[src/rtl/synth_pkg.sv]
// Shared definitions for the synthesizer's Avalon-ST sample source and the
// playback sample sink: FSM state encodings, CSR bit positions and the
// stream byte-order helper. Both ends call the same helper so that the
// packing on one side always matches the unpacking on the other.
package synth_pkg;

  // Playback FSM states. The encoding is visible in the CSR status word.
  typedef enum logic [1:0] {
    ST_DISABLED = 2'd0,
    ST_PRIME    = 2'd1,
    ST_PLAY     = 2'd2
  } state_e;

  // CSR write-data bits.
  localparam int CSR_EN_BIT  = 0;
  localparam int CSR_CLR_BIT = 1;

  // The stream carries samples as {8'h00, s[7:0], s[15:8], s[23:16]}.
  // Reversing the three bytes is its own inverse, so packing and unpacking
  // both use this function.
  function automatic logic [23:0] byte_swap24(input logic [23:0] v);
    return {v[7:0], v[15:8], v[23:16]};
  endfunction

endpackage

[src/rtl/slow_clk_en.sv]
// Clock-enable generator: pulses en for one clk cycle every
// CLK_HZ/OUT_HZ cycles (integer division, minimum 1). Free-running.
// Ports:
//   clk - system clock
//   rst - asynchronous active-high reset (counter cleared)
//   en  - one-cycle enable pulse
module slow_clk_en #(
  parameter int CLK_HZ = 100_000_000,
  parameter int OUT_HZ = 96_000
) (
  input  logic clk,
  input  logic rst,
  output logic en
);

  localparam int DIV = (CLK_HZ / OUT_HZ < 1) ? 1 : CLK_HZ / OUT_HZ;
  localparam int CW  = (DIV > 1) ? $clog2(DIV) : 1;
  localparam logic [CW-1:0] LAST = CW'(DIV - 1);

  logic [CW-1:0] cnt_q, cnt_d;

  always_comb begin
    cnt_d = (cnt_q == LAST) ? '0 : cnt_q + 1'b1;
  end

  always_ff @(posedge clk or posedge rst) begin
    if (rst) cnt_q <= '0;
    else     cnt_q <= cnt_d;
  end

  assign en = (cnt_q == LAST);

endmodule

[src/rtl/stream_sample_sink.sv]
// Avalon-ST audio sink. Accepts byte-swapped 24-bit words from the DMA read
// channel into a FIFO and releases one signed sample per sample tick.
// Playback starts once PRIME_LEVEL words are buffered; an empty FIFO on a
// tick is an underrun, which re-primes and bumps a saturating counter.
// Ports:
//   clk, reset              - system clock, async active-high reset
//   asi_snk0_*              - stream sink (readyLatency 0)
//   avs_s0_write/writedata  - CSR write: bit0 enable, bit1 clear underruns
//   avs_s0_read/readdata    - CSR read, registered, valid one cycle later:
//                             {underruns[15:0], state[1:0], 6'b0, fill[7:0]}
//   o_sample, o_sample_stb  - sample and its one-cycle strobe
module stream_sample_sink
  import synth_pkg::*;
#(
  parameter int CLK_HZ      = 100_000_000,
  parameter int SAMPLE_HZ   = 96_000,
  parameter int DEPTH       = 64,
  parameter int PRIME_LEVEL = 16
) (
  input  logic        clk,
  input  logic        reset,
  input  logic [31:0] asi_snk0_data,
  input  logic        asi_snk0_valid,
  output logic        asi_snk0_ready,
  input  logic        avs_s0_write,
  input  logic [31:0] avs_s0_writedata,
  input  logic        avs_s0_read,
  output logic [31:0] avs_s0_readdata,
  output logic [23:0] o_sample,
  output logic        o_sample_stb
);

  localparam int AW = $clog2(DEPTH);
  localparam int FW = AW + 1;

  state_e        state_q, state_d;
  logic [AW-1:0] wr_ptr_q, wr_ptr_d;
  logic [AW-1:0] rd_ptr_q, rd_ptr_d;
  logic [FW-1:0] fill_q, fill_d;
  logic [23:0]   sample_q, sample_d;
  logic          stb_q;
  logic [15:0]   urun_q, urun_d;
  logic [31:0]   rdata_q, rdata_d;
  logic [23:0]   mem_q [DEPTH];

  logic tick, full, push, pop;
  logic enable_req, disable_req, clear_req;

  slow_clk_en #(
    .CLK_HZ(CLK_HZ),
    .OUT_HZ(SAMPLE_HZ)
  ) u_tick (
    .clk(clk),
    .rst(reset),
    .en (tick)
  );

  // Upper data byte and unused CSR bits are intentionally ignored.
  logic unused_bits;
  assign unused_bits = ^{asi_snk0_data[31:24], avs_s0_writedata[31:2]};

  assign full           = (fill_q == FW'(DEPTH));
  assign asi_snk0_ready = (state_q != ST_DISABLED) && !full;
  assign push           = asi_snk0_valid && asi_snk0_ready;

  assign enable_req  = avs_s0_write &&  avs_s0_writedata[CSR_EN_BIT];
  assign disable_req = avs_s0_write && !avs_s0_writedata[CSR_EN_BIT];
  assign clear_req   = avs_s0_write &&  avs_s0_writedata[CSR_CLR_BIT];

  always_comb begin
    // NOTE: every combinational output gets a default first so no path can
    // leave it unassigned and infer a latch.
    state_d  = state_q;
    sample_d = sample_q;
    urun_d   = urun_q;
    pop      = 1'b0;

    unique case (state_q)
      ST_DISABLED: begin
        sample_d = '0;
        if (enable_req) state_d = ST_PRIME;
      end
      ST_PRIME: begin
        if (tick) sample_d = '0;
        // Uses the registered fill, so the switch lands the cycle after
        // the push that reached the level.
        if (fill_q >= FW'(PRIME_LEVEL)) state_d = ST_PLAY;
      end
      ST_PLAY: begin
        if (tick) begin
          if (fill_q != '0) begin
            pop      = 1'b1;
            sample_d = mem_q[rd_ptr_q];
          end else begin
            sample_d = '0;
            urun_d   = (urun_q == 16'hFFFF) ? urun_q : urun_q + 16'd1;
            state_d  = ST_PRIME;
          end
        end
      end
      default: state_d = ST_DISABLED;
    endcase

    // Disable overrides anything the state logic decided this cycle.
    if (disable_req) begin
      state_d  = ST_DISABLED;
      sample_d = '0;
      pop      = 1'b0;
    end

    // Clear wins over a coincident underrun increment.
    if (clear_req) urun_d = '0;

    // Entering or sitting in DISABLED flushes the FIFO; a word accepted in
    // the disabling cycle is discarded along with the rest.
    if (state_d == ST_DISABLED) begin
      wr_ptr_d = '0;
      rd_ptr_d = '0;
      fill_d   = '0;
    end else begin
      wr_ptr_d = wr_ptr_q + AW'(push);
      rd_ptr_d = rd_ptr_q + AW'(pop);
      fill_d   = fill_q + FW'(push) - FW'(pop);
    end

    rdata_d = avs_s0_read ? {urun_q, state_q, 6'b0, 8'(fill_q)} : rdata_q;
  end

  // NOTE: sequential state uses non-blocking assignments so every flop
  // samples the pre-edge values, independent of statement order.
  always_ff @(posedge clk or posedge reset) begin
    if (reset) begin
      state_q  <= ST_DISABLED;
      wr_ptr_q <= '0;
      rd_ptr_q <= '0;
      fill_q   <= '0;
      sample_q <= '0;
      stb_q    <= 1'b0;
      urun_q   <= '0;
      rdata_q  <= '0;
    end else begin
      state_q  <= state_d;
      wr_ptr_q <= wr_ptr_d;
      rd_ptr_q <= rd_ptr_d;
      fill_q   <= fill_d;
      sample_q <= sample_d;
      stb_q    <= tick;
      urun_q   <= urun_d;
      rdata_q  <= rdata_d;
    end
  end

  // NOTE: the storage array has no reset; fill and pointers alone decide
  // which entries are meaningful, so it can map onto plain RAM.
  always_ff @(posedge clk) begin
    if (push) mem_q[wr_ptr_q] <= byte_swap24(asi_snk0_data[23:0]);
  end

  assign o_sample        = sample_q;
  assign o_sample_stb    = stb_q;
  assign avs_s0_readdata = rdata_q;

endmodule

[config.mk]
export PLATFORM = sky130hd
export DESIGN_NAME = stream_sample_sink
export DESIGN_NICKNAME = d
export VERILOG_FILES = /design/src/rtl/synth_pkg.sv /design/src/rtl/slow_clk_en.sv /design/src/rtl/stream_sample_sink.sv
export SDC_FILE = /design/constraint.sdc
export NUM_CORES = 1
export LEC_CHECK = 0
export CELL_PAD_IN_SITES_DETAIL_PLACEMENT = 1
export CELL_PAD_IN_SITES_GLOBAL_PLACEMENT = 1
export CORE_MARGIN = 2
export CORE_UTILIZATION = 45
export DETAILED_ROUTE_END_ITERATION = 8
export PLACE_DENSITY_LB_ADDON = 0.05
export SLEW_MARGIN = 10
export SYNTH_ARGS = -nofsm -noshare
export SYNTH_HDL_FRONTEND = slang
export SYNTH_SLANG_ARGS = --single-unit
[constraint.sdc]
create_clock -name clk -period 4.4 [get_ports clk]
set_input_delay 0.88 -clock clk [delete_from_list [all_inputs] [get_ports clk]]
set_output_delay 0.88 -clock clk [all_outputs]
set_load 0.1 [all_outputs]
Yosys cells after proc, flatten, opt, wreduce, memory -nomap -nowiden:

Memories as Yosys holds them, arrays and structs flattened.
Cells that the tools add are included.

* register bits after elaboration: 98
* bits in writable memories: 1536
* output and inout bits: 58
* logic and storage cells: 68
* memories: 1

Memory list
* mem_q: words 64, bits a word 24, rd ports 1, clocked after memory_dff 0, wr ports 1, RTL line stream_sample_sink.sv:44 `logic [23:0] mem_q [DEPTH];`

* $add $sub $neg: 6
* $lt $le $gt $ge: 1
* equal/unequal tests: 9
* multiplexer cells: 26
* reduce and logical (&&, ||, !) cells: 16

Operators by type and width (number)
* 24-bit two-way mux: 4
* 16-bit two-way mux: 5
* 24-bit case mux with 3 select lines: 1
* 16-bit by 1-bit adder with 16-bit output (second input constant): 1
* 16-bit equality test (second input constant): 1
* 6-bit by 1-bit adder with 6-bit output: 2
* 6-bit two-way mux: 2
* 11-bit by 1-bit adder with 11-bit output (second input constant): 1
* 11-bit equality test (second input constant): 1
* 11-bit two-way mux: 1
* 2-bit two-way mux: 5
* 7-bit by 1-bit adder with 7-bit output: 1
* 7-bit equality test (second input constant): 1
* 7-bit by 5-bit greater-or-equal comparator with 1-bit output (second input constant): 1
* 7-bit two-way mux: 1
* 7-bit nonzero test: 1
* 7-bit by 1-bit subtractor with 7-bit output: 1
* 1-bit two-way mux: 6
* 3-bit inequality test (second input constant): 2
* 2-bit case mux with 3 select lines: 1
* 2-bit nonzero test: 3
* 1-bit logical AND: 5
* 2-bit zero test: 2
* 2-bit inequality test (second input constant): 2
* 6 further kinds: 7

Depth between registers and ports, before layout:

* depth in word-level cells: 7
* gate-level depth with buffers: 18
* depth with buffers taken out: 18

By module:

A second synthesis with hierarchy kept.

* cells, all modules: 3184
* area total of the unflattened synthesis: 63445.8 sq um

By module, submodules not included
* stream_sample_sink: times used 1, cells an instance 3135, area an instance 62914.1 sq um, sequential area each 48301.3 sq um
* slow_clk_en: times used 1, cells an instance 49, area an instance 531.8 sq um, sequential area each 275.3 sq um

Least setup slack after synthesis:

OpenSTA, ideal clock, no wires.

* kind: register to register
* start: register fill_q[4]
* end: memory mem_q[62][0] (enable)
* library setup time: 0.405 ns
* arrival: 4.137 ns
* path slack: -0.142 ns
* cell stages (with the launch flop): 9
* path buffers: 0
* clock period less this slack: 4.542 ns
* path through: dfrtp_1 -> inv_1 -> ha_1 -> nor4bb_1 -> a21oi_1 -> nand2_1 -> nor2_1 -> nand3_1 -> nor2_1

* cells in the longest elaborated chain, start to end: 6

RTL lines
* start, declared: RTL line stream_sample_sink.sv:39 `logic [FW-1:0] fill_q, fill_d;`
* start signal, assigned: RTL line stream_sample_sink.sv:145 `fill_q <= fill_d;`
* 7-bit equality test: RTL line stream_sample_sink.sv:62 `assign full = (fill_q == FW'(DEPTH));`
* 1-bit zero test: RTL line stream_sample_sink.sv:63 `assign asi_snk0_ready = (state_q != ST_DISABLED) && !full;`
* 1-bit logical AND: RTL line stream_sample_sink.sv:63
* net asi_snk0_ready: RTL line stream_sample_sink.sv:24 `output logic asi_snk0_ready,`
* 1-bit logical AND: RTL line stream_sample_sink.sv:64 `assign push = asi_snk0_valid && asi_snk0_ready;`
* 1-bit two-way mux: RTL line stream_sample_sink.sv:156 `if (push) mem_q[wr_ptr_q] <= byte_swap24(asi_snk0_data[23:0]);`
* 1-bit two-way mux (implied by the code): RTL line stream_sample_sink.sv:156
* end, declared: RTL line stream_sample_sink.sv:44

The timed path passes the listed nets, and every way through them passes these cells.

Worst setup path after layout:

* start: register fill_q[4]
* end: register fill_q[6]

* cells in the longest elaborated chain, start to end: 7
* elaborated cells on any way between the ends: 19

RTL lines
* 7-bit equality test or 7-bit nonzero test (tied branches): RTL line stream_sample_sink.sv:62, stream_sample_sink.sv:91
* 1-bit zero test (tied with other cells): RTL line stream_sample_sink.sv:63
* 1-bit logical AND (tied with other cells): RTL line stream_sample_sink.sv:63
* 1-bit logical AND (tied with other cells): RTL line stream_sample_sink.sv:64
* 7-bit by 1-bit adder with 7-bit output (tied with other cells): RTL line stream_sample_sink.sv:123 `fill_d = fill_q + FW'(push) - FW'(pop);`
* 7-bit by 1-bit subtractor with 7-bit output or 2-bit zero test (tied branches): RTL line stream_sample_sink.sv:123, stream_sample_sink.sv:116
* 7-bit two-way mux (*): RTL line stream_sample_sink.sv:116 `if (state_d == ST_DISABLED) begin`
* net fill_d[6]: RTL line stream_sample_sink.sv:39

The timed path passes the listed nets; every way through them passes the cells marked *.
A chain may end at the register's enable or synchronous reset.

==> flow_metrics.py <==
metrics = {
    "synth": {
        "synth_enable_flop_cells": 1536,
        "ys_seq_area_share_pct": 77.32,
        "syn_area_per_cell_um2": 22.02,
        "ys_ff_latch": 1634,
        "yosys_warnings": 0,
        "synth_area_mm2": 0.06283,
        "ys_types": 53,
        "async_flop_share_pct": 5.998,
        "netlist_instances": 2853,
        "synthFlopType": "edfxtp_1",
    },
    "routing": {
        "wl_per_cell_um": 33.12,
        "vias_per_cell": 5.910,
        "drt_iter0_markers": 2942,
        "dr.pass1.iters": 5,
        "vias": 30542,
        "drt_wl_total_mm": 171.2,
        "drc": 0,
        "final_antenna_net_count": 0,
    },
    "critical_path": {
        "crit_type": "flip-flop to flip-flop",
        "crit_buf_inv": 3,
        "cp_max_fo": 4,
        "startpoint_type": "flip-flop",
        "critical_path.endpoint_type": "flip-flop",
        "crit_arrival_ns": 4.52,
        "slowest_stage": "nor4bb_1",
        "slowest_delay_ns": 0.59,
        "cp_data_required_time_ns": 5.11,
        "path_delay_family": "simple AND/OR/NAND/NOR gates",
        "cp_cell_sequence": "inv_1, ha_1, nor4bb_1, nand2_1, nand2_1, nor3b_1, ha_1, inv_1, ha_1, inv_1, fa_1, nand2b_1, a21oi_1, o21ai_0, a21oi_1, o21ai_0, a21oi_1",
    },
    "finish": {
        "syn2layout_area_growth_pct": 15.85,
        "final-instance-count-excl-fill": 5168,
        "fin_util_pct": 52.36,
        "drive_above_1_share_pct": 29.24,
        "num-nets-final": 3242,
    },
    "outcome": {
        "status": "completed",
    },
    "clocking": {
        "cts-root-buf": "clkbuf_16",
        "cts.sink_count": 1634,
        "cts-buffers-inserted": 171,
        "clk_pin_slew_worst_paths_ns": 0.06,
        "postCtsSetupRepairBufs": 0,
        "cts_hold_buf": 0,
        "worstSkewPairLatency_ns": 0.81,
        "cts_tree": "built",
        "htreeDepth": 4,
        "cts.path.max_buffers": 3,
        "ctsResizeCount": 0,
    },
    "sta": {
        "setup_tns_ns": 0,
        "report.final.slew_viol_count": 0,
        "hold_viol": 0,
        "worst_pin_slew_ns": 1.238,
        "fin_crit_ns": 3.807,
        "fin_skew_ns": 0.03363,
        "rsz0062_at_grt": "false",
        "setup_viol": 0,
        "fin_ws_ns": 0.5934,
        "fmax_mhz": 262.7,
        "maxSlewHeadroom_pct": 16.97,
        "fin_crit_sh_pct": 86.51,
    },
    "placed_design": {
        "place_ws_ns": -0.04864,
        "place_inst": 4853,
        "dp.final_hpwl_mm": 103.9,
        "numPortBuffers": 81,
        "gp_congestion": 0.8183,
    },
    "global_routing": {
        "antenna_found_initial": 9,
        "grt_pass1_vias": 32664,
        "grt_max_degree": 66,
        "grt_usage_pct": 24.52,
        "grt_pass1_wl_mm": 244.0,
        "grt-ovfl-total": 0,
    },
    "min_path": {
        "hold_class": "input port to flip-flop",
    },
    "power_and_ir_drop": {
        "ir_drop_mv": 0.3046,
        "powerDensity_mw_per_mm2": 427.3,
        "leakage_nw": 22.65,
    },
    "die": {
        "die_area_mm2": 0.1426,
        "rows": 137,
        "die_x_um": 377.6,
        "io_pins": 127,
        "start_util_pct": 45.19,
        "fp.coreArea_mm2": 0.1390,
        "die_y_um": 377.6,
    },
    "job": {
        "max_cap_violations": 0,
    },
}
## synthesized netlist by cell type (4+ instances only)
| library cell | number | share of area, % |
|---|---|---|
| dfrtp_1 | 98 | 3.9 |
| nor2b_1 | 36 | 0.36 |
| xor2_1 | 14 | 0.20 |
| a211oi_1 | 49 | 0.59 |
| mux2i_1 | 26 | 0.41 |
| or4_1 | 26 | 0.31 |
| nand2b_1 | 4 | 0.040 |
| clkinv_1 | 23 | 0.14 |
| mux4_2 | 409 | 15 |
| nand2_1 | 17 | 0.10 |
| inv_1 | 19 | 0.11 |
| edfxtp_1 | 1536 | 73 |
| xnor2_1 | 17 | 0.24 |
| o21ai_0 | 6 | 0.048 |
| mux2_2 | 25 | 0.45 |
| clkbuf_1 | 77 | 0.46 |
| a21oi_1 | 60 | 0.48 |
| nand4_1 | 6 | 0.060 |
| nand3_1 | 25 | 0.20 |
| or3_1 | 5 | 0.050 |
| and3_1 | 7 | 0.070 |
| o2bb2ai_1 | 23 | 0.32 |
| ha_1 | 21 | 0.42 |
| buf_4 | 8 | 0.096 |
| buf_2 | 41 | 0.33 |
| and2_1 | 4 | 0.040 |
| a22oi_1 | 94 | 1.1 |
| buf_1 | 30 | 0.18 |
| nor2_1 | 111 | 0.66 |
## layout by cell type, fill, tap and decap left out, types with 23 or more instances in the layout
master / synthesis / layout
clkinv_1: 23 / 58
clkbuf_1: 77 / 52
mux2i_1: 26 / 26
nor2b_1: 36 / 34
clkbuf_16: 0 / 175
nor2_4: 0 / 43
nor2_1: 111 / 45
a211oi_1: 49 / 49
mux2_2: 25 / 25
mux4_2: 409 / 409
nor2_2: 0 / 23
clkdlybuf4s50_1: 0 / 56
dfrtp_1: 98 / 94
or4_1: 26 / 26
edfxtp_1: 1536 / 1536
o2bb2ai_1: 23 / 23
a22oi_1: 94 / 94
buf_2: 41 / 24
nand3_1: 25 / 25
buf_4: 8 / 164
a21oi_1: 60 / 59
buf_12: 3 / 35
## metal layers
metal,vias up,global-route usage (%),part of all wire (%)
li1,12584,-,-
met1,16910,33.45,42
met2,827,41.91,51
met3,219,3.537,4.5
met4,2,5.630,1.9
met5,-,0,0.0076
## final cells by class
cell class | instances | area, um^2
Fill cell | 12035 | 66230
Sequential cell | 1634 | 48590
Multi-Input combinational cell | 1022 | 13770
Clock buffer | 237 | 4712
Timing Repair Buffer | 279 | 2613
Tap cell | 1876 | 2347
Clock inverter | 72 | 571.8
Inverter | 43 | 163.9
Antenna cell | 5 | 12.51
## final timing paths
| kind | depth (start not counted) | from | slack (ns) | end |
|---|---|---|---|---|
| max in group asynchronous | 3 | reset | 2.94 | urun_q[2]$_DFFE_PP0P_ |
| hold reg to reg | 1 | u_tick.cnt_q[0]$_DFF_PP0_ | 0.50 | u_tick.cnt_q[0]$_DFF_PP0_ |
| hold / removal | 1 | asi_snk0_data[0] | 0.41 | mem_q[24][16]$_DFFE_PP_ |
| min in group asynchronous | 2 | reset | 0.64 | avs_s0_readdata[0]$_DFFE_PP0P_ |
| setup / recovery | 17 | fill_q[4]$_DFF_PP0_ | 0.59 | fill_q[6]$_DFF_PP0_ |
| setup reg to reg | 17 | fill_q[4]$_DFF_PP0_ | 0.59 | fill_q[6]$_DFF_PP0_ |
## sequential cells by signal (all words and copies together), names as in the netlist
register and cells:
mem_q 1536, avs_s0_readdata 25, o_sample 24, urun_q 16, u_tick.cnt_q 11, fill_q 7, rd_ptr_q 6, wr_ptr_q 6
state_q 2, o_sample_stb 1
## where the power goes
part / switching (W) / internal (W) / total, W
registers: 0.00000280 / 0.0170 / 0.0170
logic: 0.000370 / 0.0000525 / 0.000423
clock network: 0.00590 / 0.00777 / 0.0137
## per-stage QoR
stage | instance area (um^2) | hold WS, ns | total power (W)
after floorplan | 62850 | 0.4527 | 0.01743
after CTS | 72750 | 0.3548 | 0.03140
after detailed placement | 67470 | 0.4950 | 0.01776
after global placement | 67470 | 0.4718 | 0.01773
final | 72780 | 0.4119 | 0.03110
after global routing | 72770 | 0.3846 | 0.03194
## logic make-up (layout without fill, tap and decap cells)
group / after synthesis / in the layout / synth area share [%]
XOR/XNOR: 31 / 31 / 0.4322
flip-flops: 1634 / 1634 / 77.32
multiplexers: 460 / 460 / 15.52
other: 1 / 12 / 0.005969
adder cells (fa/ha/maj): 22 / 22 / 0.4501
AND/OR/NAND/NOR: 261 / 261 / 2.163
AO/OA/AOI/OAI: 241 / 241 / 2.673
buffers and inverters: 203 / 631 / 1.432
Power figures use the tool's default switching activity.
